File: config.mk
export PLATFORM = sky130hd
export DESIGN_NAME = fetch_ctrl
export DESIGN_NICKNAME = d
export VERILOG_FILES = /design/src/rtl/fetch_ctrl.sv
export SDC_FILE = /design/constraint.sdc
export NUM_CORES = 1
export LEC_CHECK = 0
export ABC_CLOCK_PERIOD_IN_PS = 2450
export CAP_MARGIN = 10
export CELL_PAD_IN_SITES_DETAIL_PLACEMENT = 2
export CELL_PAD_IN_SITES_GLOBAL_PLACEMENT = 2
export CORE_UTILIZATION = 29
export CTS_BUF_LIST = sky130_fd_sc_hd__clkbuf_4
export DETAILED_ROUTE_END_ITERATION = 8
export GPL_ROUTABILITY_DRIVEN = 0
export GPL_TIMING_DRIVEN = 0
export PLACE_DENSITY_LB_ADDON = 0.1
export SYNTH_ARGS = -nofsm -noshare
export SYNTH_HDL_FRONTEND = slang
export SYNTH_SLANG_ARGS = --single-unit
File: constraint.sdc
create_clock -name clk -period 2.45 [get_ports clk]
set_input_delay 0.245 -clock clk [delete_from_list [all_inputs] [get_ports clk]]
set_output_delay 0.245 -clock clk [all_outputs]
set_load 0.01 [all_outputs]
File: src/rtl/fetch_ctrl.sv
// Instruction-fetch sequencer: owns the fetch PC, issues one imem request at a
// time and registers the returned word for decode, flushing on branch redirects.
module fetch_ctrl #(
    parameter int unsigned           ADDR_W   = 32,
    parameter logic [ADDR_W-1:0]     RESET_PC = '0
) (
    input  logic              clk,
    input  logic              rst,
    input  logic              stall_i,
    input  logic              branch_i,
    input  logic [ADDR_W-1:0] branch_target_i,
    output logic              imem_req_o,
    output logic [ADDR_W-1:0] imem_addr_o,
    input  logic              imem_ack_i,
    input  logic [31:0]       imem_data_i,
    output logic [31:0]       inst_o,
    output logic [ADDR_W-1:0] pc_o,
    output logic              inst_valid_o
);

    localparam int unsigned DATA_W = 32;

    typedef enum logic [1:0] {
        S_IDLE  = 2'd0,
        S_REQ   = 2'd1,
        S_HOLD  = 2'd2,
        S_DRAIN = 2'd3
    } state_e;

    state_e              state_q, state_d;
    logic [ADDR_W-1:0]   fetch_pc_q, fetch_pc_d;
    logic                req_q, req_d;
    logic [ADDR_W-1:0]   addr_q, addr_d;
    logic [DATA_W-1:0]   inst_q, inst_d;
    logic [ADDR_W-1:0]   pc_q, pc_d;
    logic                valid_q, valid_d;

    logic [ADDR_W-1:0]   branch_pc_c;
    logic [ADDR_W-1:0]   pc_inc_c;
    logic                slot_busy_c;

    assign branch_pc_c = branch_target_i & ~ADDR_W'(3);
    assign pc_inc_c    = fetch_pc_q + ADDR_W'(4);
    // The output slot cannot take a new word this cycle
    assign slot_busy_c = valid_q & stall_i;

    always_comb begin
        state_d    = state_q;
        fetch_pc_d = fetch_pc_q;
        req_d      = req_q;
        addr_d     = addr_q;
        inst_d     = inst_q;
        pc_d       = pc_q;
        valid_d    = valid_q;

        // Held instruction is consumed whenever decode is not stalled
        if (valid_q && !stall_i) begin
            valid_d = 1'b0;
        end

        unique case (state_q)
            S_IDLE: begin
                state_d = S_REQ;
                req_d   = 1'b1;
                addr_d  = fetch_pc_q;
                if (branch_i) begin
                    fetch_pc_d = branch_pc_c;
                    addr_d     = branch_pc_c;
                    valid_d    = 1'b0;
                end
            end

            S_REQ: begin
                if (branch_i) begin
                    fetch_pc_d = branch_pc_c;
                    valid_d    = 1'b0;
                    if (imem_ack_i) begin
                        addr_d = branch_pc_c;
                    end else begin
                        state_d = S_DRAIN;
                    end
                end else if (imem_ack_i) begin
                    if (slot_busy_c) begin
                        // Slot still stalled: drop the word, refetch it after release
                        state_d = S_HOLD;
                        req_d   = 1'b0;
                    end else begin
                        inst_d     = imem_data_i;
                        pc_d       = fetch_pc_q;
                        valid_d    = 1'b1;
                        fetch_pc_d = pc_inc_c;
                        addr_d     = pc_inc_c;
                    end
                end
            end

            S_HOLD: begin
                if (branch_i) begin
                    fetch_pc_d = branch_pc_c;
                    valid_d    = 1'b0;
                    state_d    = S_REQ;
                    req_d      = 1'b1;
                    addr_d     = branch_pc_c;
                end else if (!stall_i) begin
                    state_d = S_REQ;
                    req_d   = 1'b1;
                    addr_d  = fetch_pc_q;
                end
            end

            S_DRAIN: begin
                if (branch_i) begin
                    fetch_pc_d = branch_pc_c;
                    valid_d    = 1'b0;
                    if (imem_ack_i) begin
                        state_d = S_REQ;
                        addr_d  = branch_pc_c;
                    end
                end else if (imem_ack_i) begin
                    state_d = S_REQ;
                    addr_d  = fetch_pc_q;
                end
            end

            default: begin
                state_d = S_IDLE;
                req_d   = 1'b0;
            end
        endcase
    end

    always_ff @(posedge clk) begin
        if (rst) begin
            state_q    <= S_IDLE;
            fetch_pc_q <= RESET_PC;
            req_q      <= 1'b0;
            addr_q     <= RESET_PC;
            inst_q     <= '0;
            pc_q       <= RESET_PC;
            valid_q    <= 1'b0;
        end else begin
            state_q    <= state_d;
            fetch_pc_q <= fetch_pc_d;
            req_q      <= req_d;
            addr_q     <= addr_d;
            inst_q     <= inst_d;
            pc_q       <= pc_d;
            valid_q    <= valid_d;
        end
    end

    assign imem_req_o   = req_q;
    assign imem_addr_o  = addr_q;
    assign inst_o       = inst_q;
    assign pc_o         = pc_q;
    assign inst_valid_o = valid_q;

endmodule
* Word level (Yosys, flattened, before mapping)
Index checks and enable logic that the tools add are counted.
** Word-level totals
- Flip-flop bits (word level) :: 132
- Output and inout bits :: 98
- Word-level logic and storage cells :: 66
** Operators by class
- Add/subtract/negate cells :: 1
- Equality and inequality tests :: 13
- Muxes and demuxes :: 32
- Bitwise logic cells :: 3
- Reduce and logical (&&, ||, !) cells :: 10
** Operators by type and width (count)
- 2-to-1 mux 32 bit :: 10
- one-hot mux 32 bit (4 select lines) :: 1
- one-hot mux 32 bit (2 select lines) :: 1
- adder 32 x 3 -> 32 bit (second input constant) :: 1
- inequality test 3 bit (second input constant) :: 6
- 2-to-1 mux 2 bit :: 7
- 2-to-1 mux 1 bit :: 10
- AND reduction 5 bit :: 2
- inequality test 2 bit (second input constant) :: 4
- one-hot mux 2 bit (4 select lines) :: 1
- AND reduction 4 bit :: 2
- equality test 2 bit (second input constant) :: 2
- one-hot mux 1 bit (3 select lines) :: 1
- nonzero test 3 bit :: 1
- OR reduction 3 bit :: 1
- equality test 2 x 1 -> 1 bit (second input constant) :: 1
- zero test 2 bit :: 1
- inverter 1 bit :: 2
- one-hot mux 1 bit (2 select lines) :: 1
- AND reduction 2 bit :: 1
- AND 1 bit :: 1
- logical AND 1 bit :: 1
- zero test 1 bit :: 1

* Depth between registers and ports, before layout
- Depth after elaboration :: 7
- Depth in mapped cells :: 8
- Mapped depth without buffers :: 6

* Worst setup path after synthesis
No wires, ideal clock.
- Path kind :: reg2reg
- Start :: register fetch_pc_q[2]
- End :: register addr_q[16], in the netlist imem_addr_o[16]
- Data arrival time :: 1925 ps
- Slack :: 430 ps
- Stages on the path, launching flop included :: 9
- Buffers on the path :: 2
- Period minus slack after synthesis :: 2020 ps
- Cells stage by stage :: dfxtp_1 > ha_1 > and3_1 > clkbuf_1 > nand4_1 > buf_2 > nor3_1 > mux2i_1 > a221oi_1
** Between the ends
- Longest elaborated chain between the ends :: 5
** Ends and longest elaborated chain
- start: declaration :: RTL line 31 : logic [ADDR_W-1:0] fetch_pc_q, fetch_pc_d;
- start signal: assignment :: RTL line 143 : fetch_pc_q <= fetch_pc_d;
- adder 32 x 3 -> 32 bit :: RTL line 43 : assign pc_inc_c = fetch_pc_q + ADDR_W'(4);
- 2-to-1 mux 32 bit :: RTL line 83 : if (slot_busy_c) begin
- 2-to-1 mux 32 bit :: RTL line 82 : end else if (imem_ack_i) begin
- 2-to-1 mux 32 bit :: RTL line 74 : if (branch_i) begin
- one-hot mux 32 bit (4 select lines) :: RTL line 61 : unique case (state_q)
- end signal: assignment :: RTL line 145 : addr_q <= addr_d;
- end: declaration :: RTL line 33 : logic [ADDR_W-1:0] addr_q, addr_d;
No other way between the ends. The select of a mux whose other input is x is not followed.
A chain may end at the register's enable or synchronous reset.

* Worst setup path after layout
- Start :: input port branch_i
- End :: register addr_q[31], in the netlist imem_addr_o[31]
** Between the ends
- Longest elaborated chain between the ends :: 2
- Elaborated cells between the ends (all ways) :: 10
- Those cells by class :: eq/ne: 4; mux: 5; reduce/logical: 1
** Ends and longest elaborated chain
- start: declaration :: RTL line 10 : input logic branch_i,
- inequality test 3 bit (no source line) (tied with other cells)
- AND reduction 4 bit (no source line) / one-hot mux 32 bit (4 select lines) (equally long branches)
Several ways; a longest one is shown, not always the timed one.

==> summary.txt <==
Floorplanning
  • CORE AREA: 22,800 um2
  • Row cnt: 55
  • Initial Util: 29.7%
  • Ports: 167
  • DIE AREA: 24,000 um2
  • Die H: 155 um
  • Die W: 155 um

Global route
  • First-pass GRT wire length: 48,500 um
  • Total GRT Usage: 27.2%
  • Initial antenna violation count: 1
  • Grt total ovfl: 0
  • Number of global-route vias before repair: 7,956
  • Largest net degree at the start of global routing: 20

Final layout
  • Nets: 1,128
  • Post-Layout Inst Area: 9160 um2
  • Layout cells sized above 1: 8.87%
  • Fillers: 2,692
  • Layout Cells excl Fill: 1,385
  • Final Util: 40.2%
  • Layout area overhead: 35.3%

Logic synthesis
  • Yosys warning total: 0
  • Primary FF master, synth: dfxtp_1
  • Largest family of logic cells by synthesized area: compound AO/OA/AOI/OAI gates
  • Post-synth cell types: 67
  • EDFF count, synth: 0
  • Gate Count Post-Synth: 881
  • Post-synthesis xor/xnor area fraction: 3.10%
  • Synth Area in Adders: 0.185%
  • Flops & latches, synth: 132
  • Post-synth ARST share: 0%
  • Post-Syn Area: 6770 um2
  • Sequential share of the synthesized area: 39.0%
  • Net Count, Synth: 951
  • Post-synthesis mux area share: 4.05%
  • Synth Area in Compound Gates: 24.7%
  • Syn avg cell area: 7.68 um2
  • Synth Area in Simple Gates: 23.1%

Clock network
  • Clock sink total: 132
  • Worst skew pair latency: 0.57 ns
  • CTS Root Cell: clkbuf_4
  • # hold bufs at CTS: 0
  • Max Root-Sink Buffers: 2
  • Total CTS buffers: 17
  • Clock-pin slew on the worst setup and hold paths: 0.13 ns
  • CTS tree: yes
  • H-tree depth: 4

Placed design
  • Placed Area: 8790 um2
  • Port Buffer Count: 162
  • Dpl hpwl: 23,500 um
  • Post-placement worst setup slack: -0.990 ns
  • Dpl cells: 1,356

Detailed routing
  • Routed vias: 7,616
  • Post-route ant nets: 0
  • DRT Pass-1 Iters: 5
  • DR vias/cell: 5.50
  • WL per Instance: 23.2 um
  • Drt total wl: 32,100 um
  • Drt initial violations: 482
  • Residual DRC: 0

Timing
  • Rel. slew slack: 26.9%
  • Fmax: 408 MHz
  • Setup WS post-layout: -0.00379 ns
  • Clock skew: 0.0227 ns
  • Fin crit period: 2.45 ns
  • Worst slew pin tran: 1.10 ns
  • Final Cycle Share: 100%
  • Final setup violation count: 1
  • Final hold vios: 0
  • Max Transition Viols Final: 0

Critical path
  • CP peak stage delay: 0.75 ns
  • CP required: 2.86 ns
  • Slowest cell on crit path: clkbuf_1
  • Critical path arrival: 2.86 ns
  • Setup CP Type: input port to flip-flop
  • Worst path most repeated cell: clkbuf_1
  • Worst-path maximum fanout: 10
  • CP Capture Type: flip-flop
  • Element type at the critical path start: input port
  • CP Cell Sequence: clkdlybuf4s50_1 -> clkbuf_2 -> clkinv_2 -> clkbuf_1 -> clkbuf_1 -> a31oi_1

Run
  • Max Cap Viol: 0

Status
  • Status: finished, violations left
  • Failing checks: setup timing

Pwr
  • Tot Pwr: 5.02 mW
  • Static Leak: 3.16 nW
  • Pwr/cell area: 548 nW/um2
  • Peak VDD IR: 234 uV

Min path
  • Worst min path class: input port to flip-flop
==> state kept, by name, indices dropped and copies added, names as in the netlist <==
signal,count
inst_o,32
state_q,2
fetch_pc_q,32
inst_valid_o,1
imem_req_o,1
imem_addr_o,32
pc_o,32
==> per-layer routing <==
metal	part of all wire (%)	vias to the layer above	global-route usage [%]
li1	-	3499	-
met1	44	3821	35.0
met2	48	240	46.1
met3	5.4	56	3.81
met4	2.6	0	9.95
met5	0	-	0
==> what timing repair did <==
item                       4_1_cts  5_1_grt
pin swaps                        1        1
gates cloned                     0        0
setup endpoints to repair      113      105
buffers inserted                 1        1
resized for setup               18       17
==> area by class of cell <==
type                            instances  area [um2]  area share, %
Buffer                                 81         353           3.85
Inverter                               12        46.3          0.506
Multi-Input combinational cell        650        3790           41.3
Tap cell                              313         392           4.28
Clock inverter                         14         161           1.76
Sequential cell                       132        2650           28.9
Timing Repair Buffer                  164        1640           17.9
Antenna cell                            1        2.50         0.0273
Clock buffer                           18         135           1.48
==> metrics by stage <==
| step | TNS, ns | hold slack (ns) |
|---|---|---|
| 5_1_grt | -0.000618 | 0.180 |
| 2_1_floorplan | 0 | 0.381 |
| 4_1_cts | 0 | 0.144 |
| 6_report | -0.00379 | 0.194 |
| 3_3_place_gp | -96.85 | 0.442 |
| 3_5_place_dp | -67.92 | 0.450 |
==> worst max-delay path: cells and delay by family <==
| family | cells | cell delay [ns] |
|---|---|---|
| AO/OA/AOI/OAI | 1 | 0.18 |
| buffers and inverters | 5 | 2.43 |
==> Yosys cell counts, types with 15 or more instances <==
library cell | count | area (um2)
nor2_1 | 57 | 214
mux2i_1 | 24 | 240
nand2_1 | 169 | 634
dfxtp_1 | 132 | 2640
clkbuf_1 | 63 | 236
o22ai_1 | 17 | 106
buf_2 | 15 | 75.1
a311oi_1 | 15 | 131
a21oi_1 | 114 | 571
nand3_1 | 17 | 85.1
nor3_1 | 18 | 90.1
o21ai_0 | 29 | 145
==> placed cells by master, fill, tap and decap left out, types with 7 or more instances in the layout <==
cell type / Yosys / routed
xnor2_1: 14 / 14
o22ai_1: 17 / 17
dfxtp_1: 132 / 130
a311oi_1: 15 / 15
nor2b_1: 8 / 8
a21oi_1: 114 / 114
nor3_1: 18 / 17
buf_2: 15 / 16
nand3_1: 17 / 17
o31a_1: 7 / 7
nand4_1: 9 / 9
nand2b_1: 7 / 7
nor2_1: 57 / 56
nand2_1: 169 / 168
xor2_1: 10 / 10
clkdlybuf4s50_1: 0 / 162
a22oi_1: 11 / 11
o21ai_0: 29 / 29
a211oi_1: 12 / 11
a21o_1: 7 / 7
clkbuf_4: 0 / 18
clkbuf_2: 0 / 17
inv_6: 0 / 9
clkbuf_1: 63 / 45
mux2i_1: 24 / 24
nor4_1: 14 / 12
inv_1: 10 / 10
a31oi_1: 9 / 9
==> cell families (layout without fill, tap and decap cells) <==
kind of cell             after synthesis  count (layout)
XOR/XNOR                              24              24
buffers and inverters                 99             289
adder cells (fa/ha/maj)                1               1
flip-flops                           132             132
multiplexers                          27              27
other                                  0               1
AO/OA/AOI/OAI                        264             264
AND/OR/NAND/NOR                      334             334
==> power by group <==
part / internal [mW] / switching [mW]
Combinational: 0.430 / 0.595
Clock: 0.645 / 1.00
Sequential: 2.25 / 0.0949
Total: 3.33 / 1.69
==> path summary, 6_finish.rpt <==
path,from,endpoint,slack (ns),cells after the start
hold reg to reg,pc_o[23]$_SDFFE_PP0P_,pc_o[23]$_SDFFE_PP0P_,0.46,2
setup reg to reg,fetch_pc_q[16]$_SDFFE_PP0P_,fetch_pc_q[21]$_SDFFE_PP0P_,0.07,6
setup / recovery,branch_i,imem_addr_o[31]$_SDFFE_PP0P_,-0.004,6
hold / removal,stall_i,state_q[0]$_SDFFE_PP0P_,0.19,2
Note: power is estimated with default switching activity, not from simulation.
